File: config.mk
export PLATFORM = sky130hd
export DESIGN_NAME = fpu_sign_unit
export DESIGN_NICKNAME = d
export VERILOG_FILES = /design/src/rtl/fpu_sign_unit.sv
export SDC_FILE = /design/constraint.sdc
export NUM_CORES = 1
export LEC_CHECK = 0
export ABC_AREA = 1
export CAP_MARGIN = 20
export CORE_MARGIN = 5
export CORE_UTILIZATION = 33
export DETAILED_ROUTE_END_ITERATION = 6
export PLACE_DENSITY = 0.77
export REMOVE_ABC_BUFFERS = 1
export SLEW_MARGIN = 15
export SYNTH_ARGS = -nofsm -noshare
export SYNTH_HDL_FRONTEND = slang
export SYNTH_SLANG_ARGS = --single-unit
File: constraint.sdc
create_clock -name clk -period 1.1 [get_ports clk]
set_input_delay 0.11 -clock clk [delete_from_list [all_inputs] [get_ports clk]]
set_output_delay 0.11 -clock clk [all_outputs]
set_load 0.02 [all_outputs]
File: src/rtl/fpu_sign_unit.sv
// FPU sign-injection (FSGNJ/FSGNJN/FSGNJX) and FCLASS unit with NaN-boxing
// for single precision, followed by a STAGES-deep valid/ready pipeline.
module fpu_sign_unit #(
    parameter int FLEN   = 32,
    parameter int STAGES = 1
) (
    input  logic            clk,
    input  logic            reset,
    input  logic            flush,
    input  logic            valid_in,
    output logic            ready_out,
    output logic            valid_out,
    input  logic            ready_in,
    input  logic [4:0]      op,
    input  logic            fmt,
    input  logic [FLEN-1:0] a,
    input  logic [FLEN-1:0] b,
    output logic [FLEN-1:0] float_out
);

    localparam logic [4:0]  FPU_OP_SGNJ  = 5'd8;
    localparam logic [4:0]  FPU_OP_SGNJN = 5'd9;
    localparam logic [4:0]  FPU_OP_SGNJX = 5'd10;
    localparam logic [4:0]  FPU_OP_CLASS = 5'd11;
    localparam logic [31:0] CANON_NAN_S  = 32'h7FC0_0000;

    logic [31:0]     a_s;
    logic            sb_s;
    logic [63:0]     a_d;
    logic            sb_d;
    logic            dbl;
    logic            sgn_a;
    logic            sgn_b;
    logic            new_sign;
    logic [9:0]      cls;
    logic [63:0]     result64;
    logic [FLEN-1:0] result;
    logic            owned;
    logic            accept;
    logic            en;
    logic            unused_bits;

    logic            stage_valid [STAGES];
    logic [FLEN-1:0] stage_data  [STAGES];

    // Unboxed single operands collapse to the canonical NaN, whose sign is 0
    generate
        if (FLEN == 64) begin : g_box
            assign a_s  = (&a[63:32]) ? a[31:0] : CANON_NAN_S;
            assign sb_s = (&b[63:32]) ? b[31] : CANON_NAN_S[31];
            assign a_d  = a;
            assign sb_d = b[63];
        end else begin : g_nobox
            assign a_s  = a[31:0];
            assign sb_s = b[31];
            assign a_d  = {32'h0, a};
            assign sb_d = 1'b0;
        end
    endgenerate

    function automatic logic [9:0] classify(input logic sign, input logic exp_ones,
                                            input logic exp_zero, input logic frac_zero,
                                            input logic quiet);
        logic [9:0] m;
        m = '0;
        if (exp_ones) begin
            if (frac_zero) begin
                if (sign) m[0] = 1'b1;
                else      m[7] = 1'b1;
            end else if (quiet) begin
                m[9] = 1'b1;
            end else begin
                m[8] = 1'b1;
            end
        end else if (exp_zero) begin
            if (frac_zero) begin
                if (sign) m[3] = 1'b1;
                else      m[4] = 1'b1;
            end else begin
                if (sign) m[2] = 1'b1;
                else      m[5] = 1'b1;
            end
        end else begin
            if (sign) m[1] = 1'b1;
            else      m[6] = 1'b1;
        end
        return m;
    endfunction

    always_comb begin
        dbl      = (FLEN == 64) && fmt;
        sgn_a    = dbl ? a_d[63] : a_s[31];
        sgn_b    = dbl ? sb_d : sb_s;
        new_sign = 1'b0;
        case (op)
            FPU_OP_SGNJ:  new_sign = sgn_b;
            FPU_OP_SGNJN: new_sign = !sgn_b;
            FPU_OP_SGNJX: new_sign = sgn_a ^ sgn_b;
            default:      new_sign = 1'b0;
        endcase
        if (dbl)
            cls = classify(a_d[63], &a_d[62:52], ~|a_d[62:52], ~|a_d[51:0], a_d[51]);
        else
            cls = classify(a_s[31], &a_s[30:23], ~|a_s[30:23], ~|a_s[22:0], a_s[22]);
        if (op == FPU_OP_CLASS)
            result64 = {54'h0, cls};
        else if (dbl)
            result64 = {new_sign, a_d[62:0]};
        else
            result64 = {32'hFFFF_FFFF, new_sign, a_s[30:0]};
    end

    assign result      = result64[FLEN-1:0];
    assign unused_bits = ^{b, result64};

    assign owned = (op == FPU_OP_SGNJ) || (op == FPU_OP_SGNJN) ||
                   (op == FPU_OP_SGNJX) || (op == FPU_OP_CLASS);

    assign en        = !valid_out || ready_in;
    assign ready_out = en;
    assign accept    = valid_in && owned && en;

    // Lock-step shift register; bubbles carry zero data so float_out is 0 when idle
    always_ff @(posedge clk or posedge reset) begin
        if (reset) begin
            for (int i = 0; i < STAGES; i++) begin
                stage_valid[i] <= 1'b0;
                stage_data[i]  <= '0;
            end
        end else if (flush) begin
            for (int i = 0; i < STAGES; i++) begin
                stage_valid[i] <= 1'b0;
                stage_data[i]  <= '0;
            end
        end else if (en) begin
            stage_valid[0] <= accept;
            stage_data[0]  <= accept ? result : '0;
            for (int i = 1; i < STAGES; i++) begin
                stage_valid[i] <= stage_valid[i-1];
                stage_data[i]  <= stage_data[i-1];
            end
        end
    end

    assign valid_out = stage_valid[STAGES-1];
    assign float_out = stage_data[STAGES-1];

endmodule
==> results_dict.tcl <==
set metrics [dict create \
    h-tree-depth 2 \
    vias 1778 \
    cts.sinks 33 \
    grt-busiest-layer "met2" \
    setup_viol 34 \
    final_util_pct 55.00 \
    slew_headroom_pct 85.29 \
    num_io_pins 109 \
    leakage_uw 0.001462 \
    drv_cap 0 \
    numCtsBuffers 5 \
    die_w_um 81.17 \
    rsz0062_at_grt "yes" \
    first_pass_iters 4 \
    drive_gt1_share_pct 18.56 \
    postSynthCellCount 236 \
    cp-end-kind "output pin" \
    dpl.hpwl_mm 3.610 \
    cts_tree "yes" \
    hold_viol_final 0 \
    nets 408 \
    core_um2 5010 \
    grt_first_pass_wirelength_mm 8.052 \
    place_ws_ns -0.4755 \
    ys_ff_latch 33 \
    die_area_um2 6589 \
    drv_slew 0 \
    use_met3_pct 4.767 \
    grt_max_degree 34 \
    via_per_inst 4.401 \
    synth-seq-area-share_pct 49.40 \
    netlist_area_um2 1672 \
    power_density_nw_per_um2 1006 \
    yosysWarnings 0 \
    first_global_vias 1795 \
    gp_congestion 0.8233 \
    antenna_found_initial 0 \
    worstHoldPathType "in -> async" \
    final_antenna_net_count 0 \
    period_share_pct 112.5 \
    fin_area_um2 2755 \
    cp_max_fo 4 \
    grt_usage_pct 15.82 \
    use_met1_pct 19.41 \
    fmax_ghz 0.8079 \
    grt_use_met2_pct 27.26 \
    antennaDiodeCount 0 \
    cts_root_buffer "clkbuf_8" \
    overflow 0 \
    clock_latency_ns 0.28 \
    synth_cell_type_count 17 \
    drc 0 \
    setup_slack_ns -0.1377 \
    hold_ws_ns 0.1576 \
    cts.clk_slew.worst_paths_ns 0.07 \
    finalWirelength_mm 4.862 \
    nFillCells 509 \
    portBuffers 76 \
    syn_to_final_growth_pct 64.82 \
    ir_drop_mv 0.6315 \
    die_height_um 81.17 \
    fin_skew_ns 0.002516 \
    worstMarginPinSlew_ns 0.2215 \
    syn_avg_cell_area_um2 7.083 \
    outcome "finished, violations left" \
    failed_checks "negative setup slack" \
    placed_area_um2 2656 \
    crit_arrival_ns 1.13 \
    power.total_uw 2771 \
    fin_crit_ns 1.238 \
    initialDrtViolationCount 104 \
    rows 26 \
    start_util_pct 33.37 \
    clock_path_buffers 2 \
    hold_buffers 0 \
    cp-start-kind "register" \
    avgRoutedWirePerCell_um 12.03 \
    path_class "reg -> out" \
    required_ns 0.99 \
]
report_power, final:
part           switching (uW)  internal (uW)
sequential               6.73           1230
clock                     438            738
combinational             154            209
placed cells by master (no fill, tap or decap):
| master | synthesis | routed |
|---|---|---|
| a21oi_1 | 1 | 1 |
| buf_12 | 0 | 3 |
| buf_16 | 0 | 1 |
| buf_4 | 1 | 14 |
| buf_6 | 2 | 3 |
| bufinv_16 | 0 | 1 |
| clkbuf_1 | 1 | 1 |
| clkbuf_2 | 0 | 17 |
| clkbuf_8 | 0 | 6 |
| clkdlybuf4s15_1 | 0 | 14 |
| clkdlybuf4s15_2 | 0 | 1 |
| clkdlybuf4s50_1 | 0 | 42 |
| clkinv_1 | 3 | 1 |
| clkinv_2 | 0 | 1 |
| dfrtp_1 | 33 | 33 |
| dlygate4sd2_1 | 0 | 1 |
| inv_1 | 18 | 18 |
| inv_2 | 1 | 2 |
| nand2_1 | 117 | 116 |
| nand2_2 | 1 | 2 |
| nand3_1 | 17 | 14 |
| nand3_2 | 0 | 3 |
| nand4_1 | 3 | 3 |
| nor2_1 | 30 | 25 |
| nor2_2 | 0 | 5 |
| nor2_4 | 3 | 3 |
| o21ai_0 | 2 | 2 |
| xor2_1 | 1 | 1 |
registers in the layout, indices dropped and copies added, names as in the netlist:
register   cells
float_out     32
valid_out      1
what timing repair did:
item / in CTS / in global routing
pin swaps: 2 / 5
resized for setup: 71 / 31
gates cloned: 1 / 0
endpoints found under the hold margin: 0 / 0
buffers inserted: 2 / 1
endpoints found under the setup margin: 65 / 52
cell usage after synthesis:
cell	n	area, um2
a21oi_1	1	5.000
buf_2	2	10.01
buf_4	1	7.510
buf_6	2	22.52
clkbuf_1	1	3.750
clkinv_1	3	11.26
dfrtp_1	33	825.8
inv_1	18	67.56
inv_2	1	3.750
nand2_1	117	439.2
nand2_2	1	6.260
nand3_1	17	85.08
nand4_1	3	18.77
nor2_1	30	112.6
nor2_4	3	33.78
o21ai_0	2	10.01
xor2_1	1	8.760
layer usage:
layer | vias up | wire length [um]
li1 | 906 | -
met1 | 808 | 2100
met2 | 59 | 2375
met3 | 5 | 344
met4 | 0 | 40
met5 | - | 0
worst paths after layout:
kind / startpoint / end / slack (ns) / cells after the start
worst max-delay path: valid_out / ready_out / -0.14 / 2
worst min-delay path: reset / float_out[23] / 0.16 / 3
worst max register to register: valid_out / float_out[9] / -0.13 / 8
worst min register to register: float_out[11] / float_out[11] / 0.48 / 2
max in group asynchronous: reset / float_out[18] / 0.76 / 3
min in group clk: a[15] / float_out[15] / 0.39 / 3
stage by stage:
stage,std cells,setup TNS [ns]
2_1_floorplan,230,-25.22
5_1_grt,404,-6.012
4_1_cts,404,-3.986
3_3_place_gp,393,-11.71
3_5_place_dp,393,-12.96
6_report,404,-3.251
kinds of logic after synthesis:
| group | after synthesis | synth area share (%) |
|---|---|---|
| AOI/OAI and AO/OA | 3 | 0.8979 |
| xor gates and xnor gates | 1 | 0.5240 |
| buffers and inverters | 28 | 7.559 |
| DFF | 33 | 49.40 |
| and+or+nand+nor | 171 | 41.62 |
critical path: stages (launching register included):
cell and delay (ns):
dfrtp_1 0.39, nand2_2 0.11, dlygate4sd2_1 0.35
area by class of cell:
class / instances / area, um2 / share of cell area [%]
clock buffer: 7 / 86.33 / 3.134
clock inverter: 1 / 30.03 / 1.090
inverter: 22 / 83.83 / 3.043
sequential: 33 / 825.8 / 29.97
timing repair buffer: 96 / 892.1 / 32.38
multi-input combinational: 175 / 749.5 / 27.20
tap: 70 / 87.58 / 3.179
Note: power is estimated with default switching activity, not from simulation.
==> variant (same settings) <==
The parameter `FLEN` goes from 32 to 64.
--- a/src/rtl/fpu_sign_unit.sv
+++ b/src/rtl/fpu_sign_unit.sv
@@ -2,5 +2,5 @@
 // for single precision, followed by a STAGES-deep valid/ready pipeline.
 module fpu_sign_unit #(
-    parameter int FLEN   = 32,
+    parameter int FLEN   = 64,
     parameter int STAGES = 1
 ) (
Interface: changed (resized a, b and float_out); port bits go from 109 to 205. No check against the original RTL was run, so the function may have changed too.
==> variant against the original RTL <==
The flow finishes with violations (negative hold slack, negative setup slack); largest cell class unchanged; area after synthesis up 120%; clock skew up 9.4 ps; die area up 99%; sequential cell count up 32; setup slack worse by 210 ps; power up 100%; utilization up 4.6 points; final cell count up 120%; routed wire length rose to 2.9 times the old value; sequential power up 98%; final area up 130%; count of clock-buffer cells in the layout up 4; highest routed layer unchanged; largest power group unchanged; combinational power rose to 2.8 times the old value.
==> variant: results (changes against the original RTL) <==
metric,value,unit,change
Worst Tran Pin Value,402,ps,+180 ps
final net count,900,,+120%
clock buffer depth,2,,unchanged
worst path arrival time,1750,ps,+620 ps
Max Slew Vio Count,0,,unchanged
peak fanout along the critical path,6,,+2
port buffer count,173,,+130%
Post-Route Setup TNS,-17400,ps,-14150 ps
clock transition at the registers of the reported paths,80,ps,
largest net degree at the start of global routing,41,,+21%
register area share after synthesis,45.2,%,-4.2 points
First DRT Iteration DRCs,377,,+260%
first-pass GRT wire length,21.0,mm,+160%
vias in the first global route,4460,,+150%
vias per inst,4.92,,+12%
"Clk Latency, worst-skew pair",360,ps,+80 ps
H-tree level count,3,,+1
Synth area leaders,"dfrtp_1 (45%), nand2_1 (23%), o21ai_1 (5.8%)",,
antenna diode count,0,,unchanged
synth cell count leaders,"nand2_1 (216), dfrtp_1 (65), nor2_1 (42), o21ai_1 (42), nand3_1 (32)",,
type of the tightest min-delay check,input port to register,,
Total Routing Usage GR,19.9,%,+4.1 points
Final Hold Vio Count,4,,+4
status,finished with violations,,
antenna violations before repair,0,,unchanged
1st-pass router iterations,5,,+1
layout cell share with drive strength beyond 1,37.3,%,+19 points
Worst IR Drop VDD,0.000586,V,-7.2%
core area,0.0107,mm^2,+110%
hpwl dp,10.2,mm,+180%
worst hold slack,-9.03,ps,-167 ps
failing checks,"negative hold slack, negative setup slack",,
skew final,11.9,ps,+9.42 ps
synthesis warning total,0,,unchanged
RD Place Congestion,0.930,,+13%
CP max stage cell,dfrtp_1,,
critical path's top delay family,simple AND/OR/NAND/NOR gates,,
CTS Buf Count,9,,+4
Setup WS post-layout,-351,ps,-213 ps
root cell of the clock tree,clkbuf_8,,
max reg flops,64,,+100%
Setup-failing EPs final,67,,+97%
max incr delay on CP,400,ps,
drt wl/cell,15.3,um,+28%
Leak,0.00358,uW,+140%
Netlist cell types,33,,+16
asr flop ratio synth,100,%,unchanged
ys flop type,dfrtp_1,,
-- variant: cell types whose count changed after synthesis, sizes merged, moves of 3 or more --
cell | before | now
a21oi | 1 | 12
buf | 5 | 11
clkbuf | 1 | 8
dfrtp | 33 | 65
inv | 19 | 31
nand2 | 118 | 220
nand3 | 17 | 33
nor2 | 33 | 51
nor3 | 0 | 4
nor4 | 0 | 8
o21ai | 2 | 48
or2 | 0 | 3
-- variant: path summary, 6_finish.rpt --
kind / startpoint / endpoint / slack (ps) / cells past startpoint
worst max-delay path: valid_out / float_out[14] / -350 / 9
worst min-delay path: a[41] / float_out[41] / -9 / 3
worst max register to register: valid_out / float_out[14] / -350 / 9
worst min register to register: float_out[17] / float_out[17] / 480 / 2
max in group asynchronous: reset / float_out[59] / 760 / 3
min in group asynchronous: reset / float_out[21] / 130 / 3
-- variant: power breakdown --
part	total (uW)	leakage (uW)	switching [uW]	internal, uW
sequential	2430	0.000904	14.8	2410
combinational	1020	0.00258	491	524
clock	2210	0.000102	1030	1180
total	5660	0.00358	1540	4120
-- variant: worst reg2reg max path, stage by stage (launching register included) --
cell       delay, ps
dfrtp_1          400
nand2_2          100
nand2_2           60
nor4_4           140
inv_2             90
nor2_4           160
buf_4            160
clkbuf_16        140
nand3_1           80
nand2_1           70
-- variant: per-stage QoR --
step | power, uW | area, um^2 | worst slack [ps] | std cells | util, %
final | 5660 | 6410 | -351 | 906 | 59.6
after global routing | 5870 | 6410 | -448 | 906 | 59.6
after CTS | 5630 | 6070 | -367 | 892 | 56.5
after detailed placement | 3480 | 6020 | -812 | 870 | 56.0
after global placement | 3460 | 6020 | -740 | 870 | 56.0
after floorplan | 2730 | 3500 | -1910 | 489 | -
-- variant: kinds of logic (layout without fill, tap and decap cells) --
| family | after synthesis | after routing | synth area share [%] |
|---|---|---|---|
| AND/OR/NAND/NOR | 326 | 326 | 39.0 |
| AO/OA/AOI/OAI | 66 | 66 | 9.64 |
| flip-flops | 65 | 65 | 45.2 |
| buffers and inverters | 51 | 309 | 6.16 |
-- variant: area by class of cell --
cell class | instances | area (um^2)
repair buffers | 260 | 2160
well taps | 140 | 175
clock buffers | 11 | 151
repair inverters | 1 | 7.51
multi-input cells | 392 | 2090
fillers | 991 | 4340
clock inverters | 5 | 62.6
flip-flops and latches | 65 | 1630
inverters | 32 | 131
-- variant: layer usage --
layer,track usage [%],wire length [um],vias up
met5,0,0,-
met4,7.13,430,0
met3,4.55,1040,38
met2,35.7,7130,203
met1,23.1,5300,2078
li1,-,-,2136
-- variant: what timing repair did --
action                     in CTS  in global routing
cloned                          1                  1
resized for setup             334                157
setup endpoints to repair     131                 72
setup buffers                   5                 13
pin swaps                      16                 51
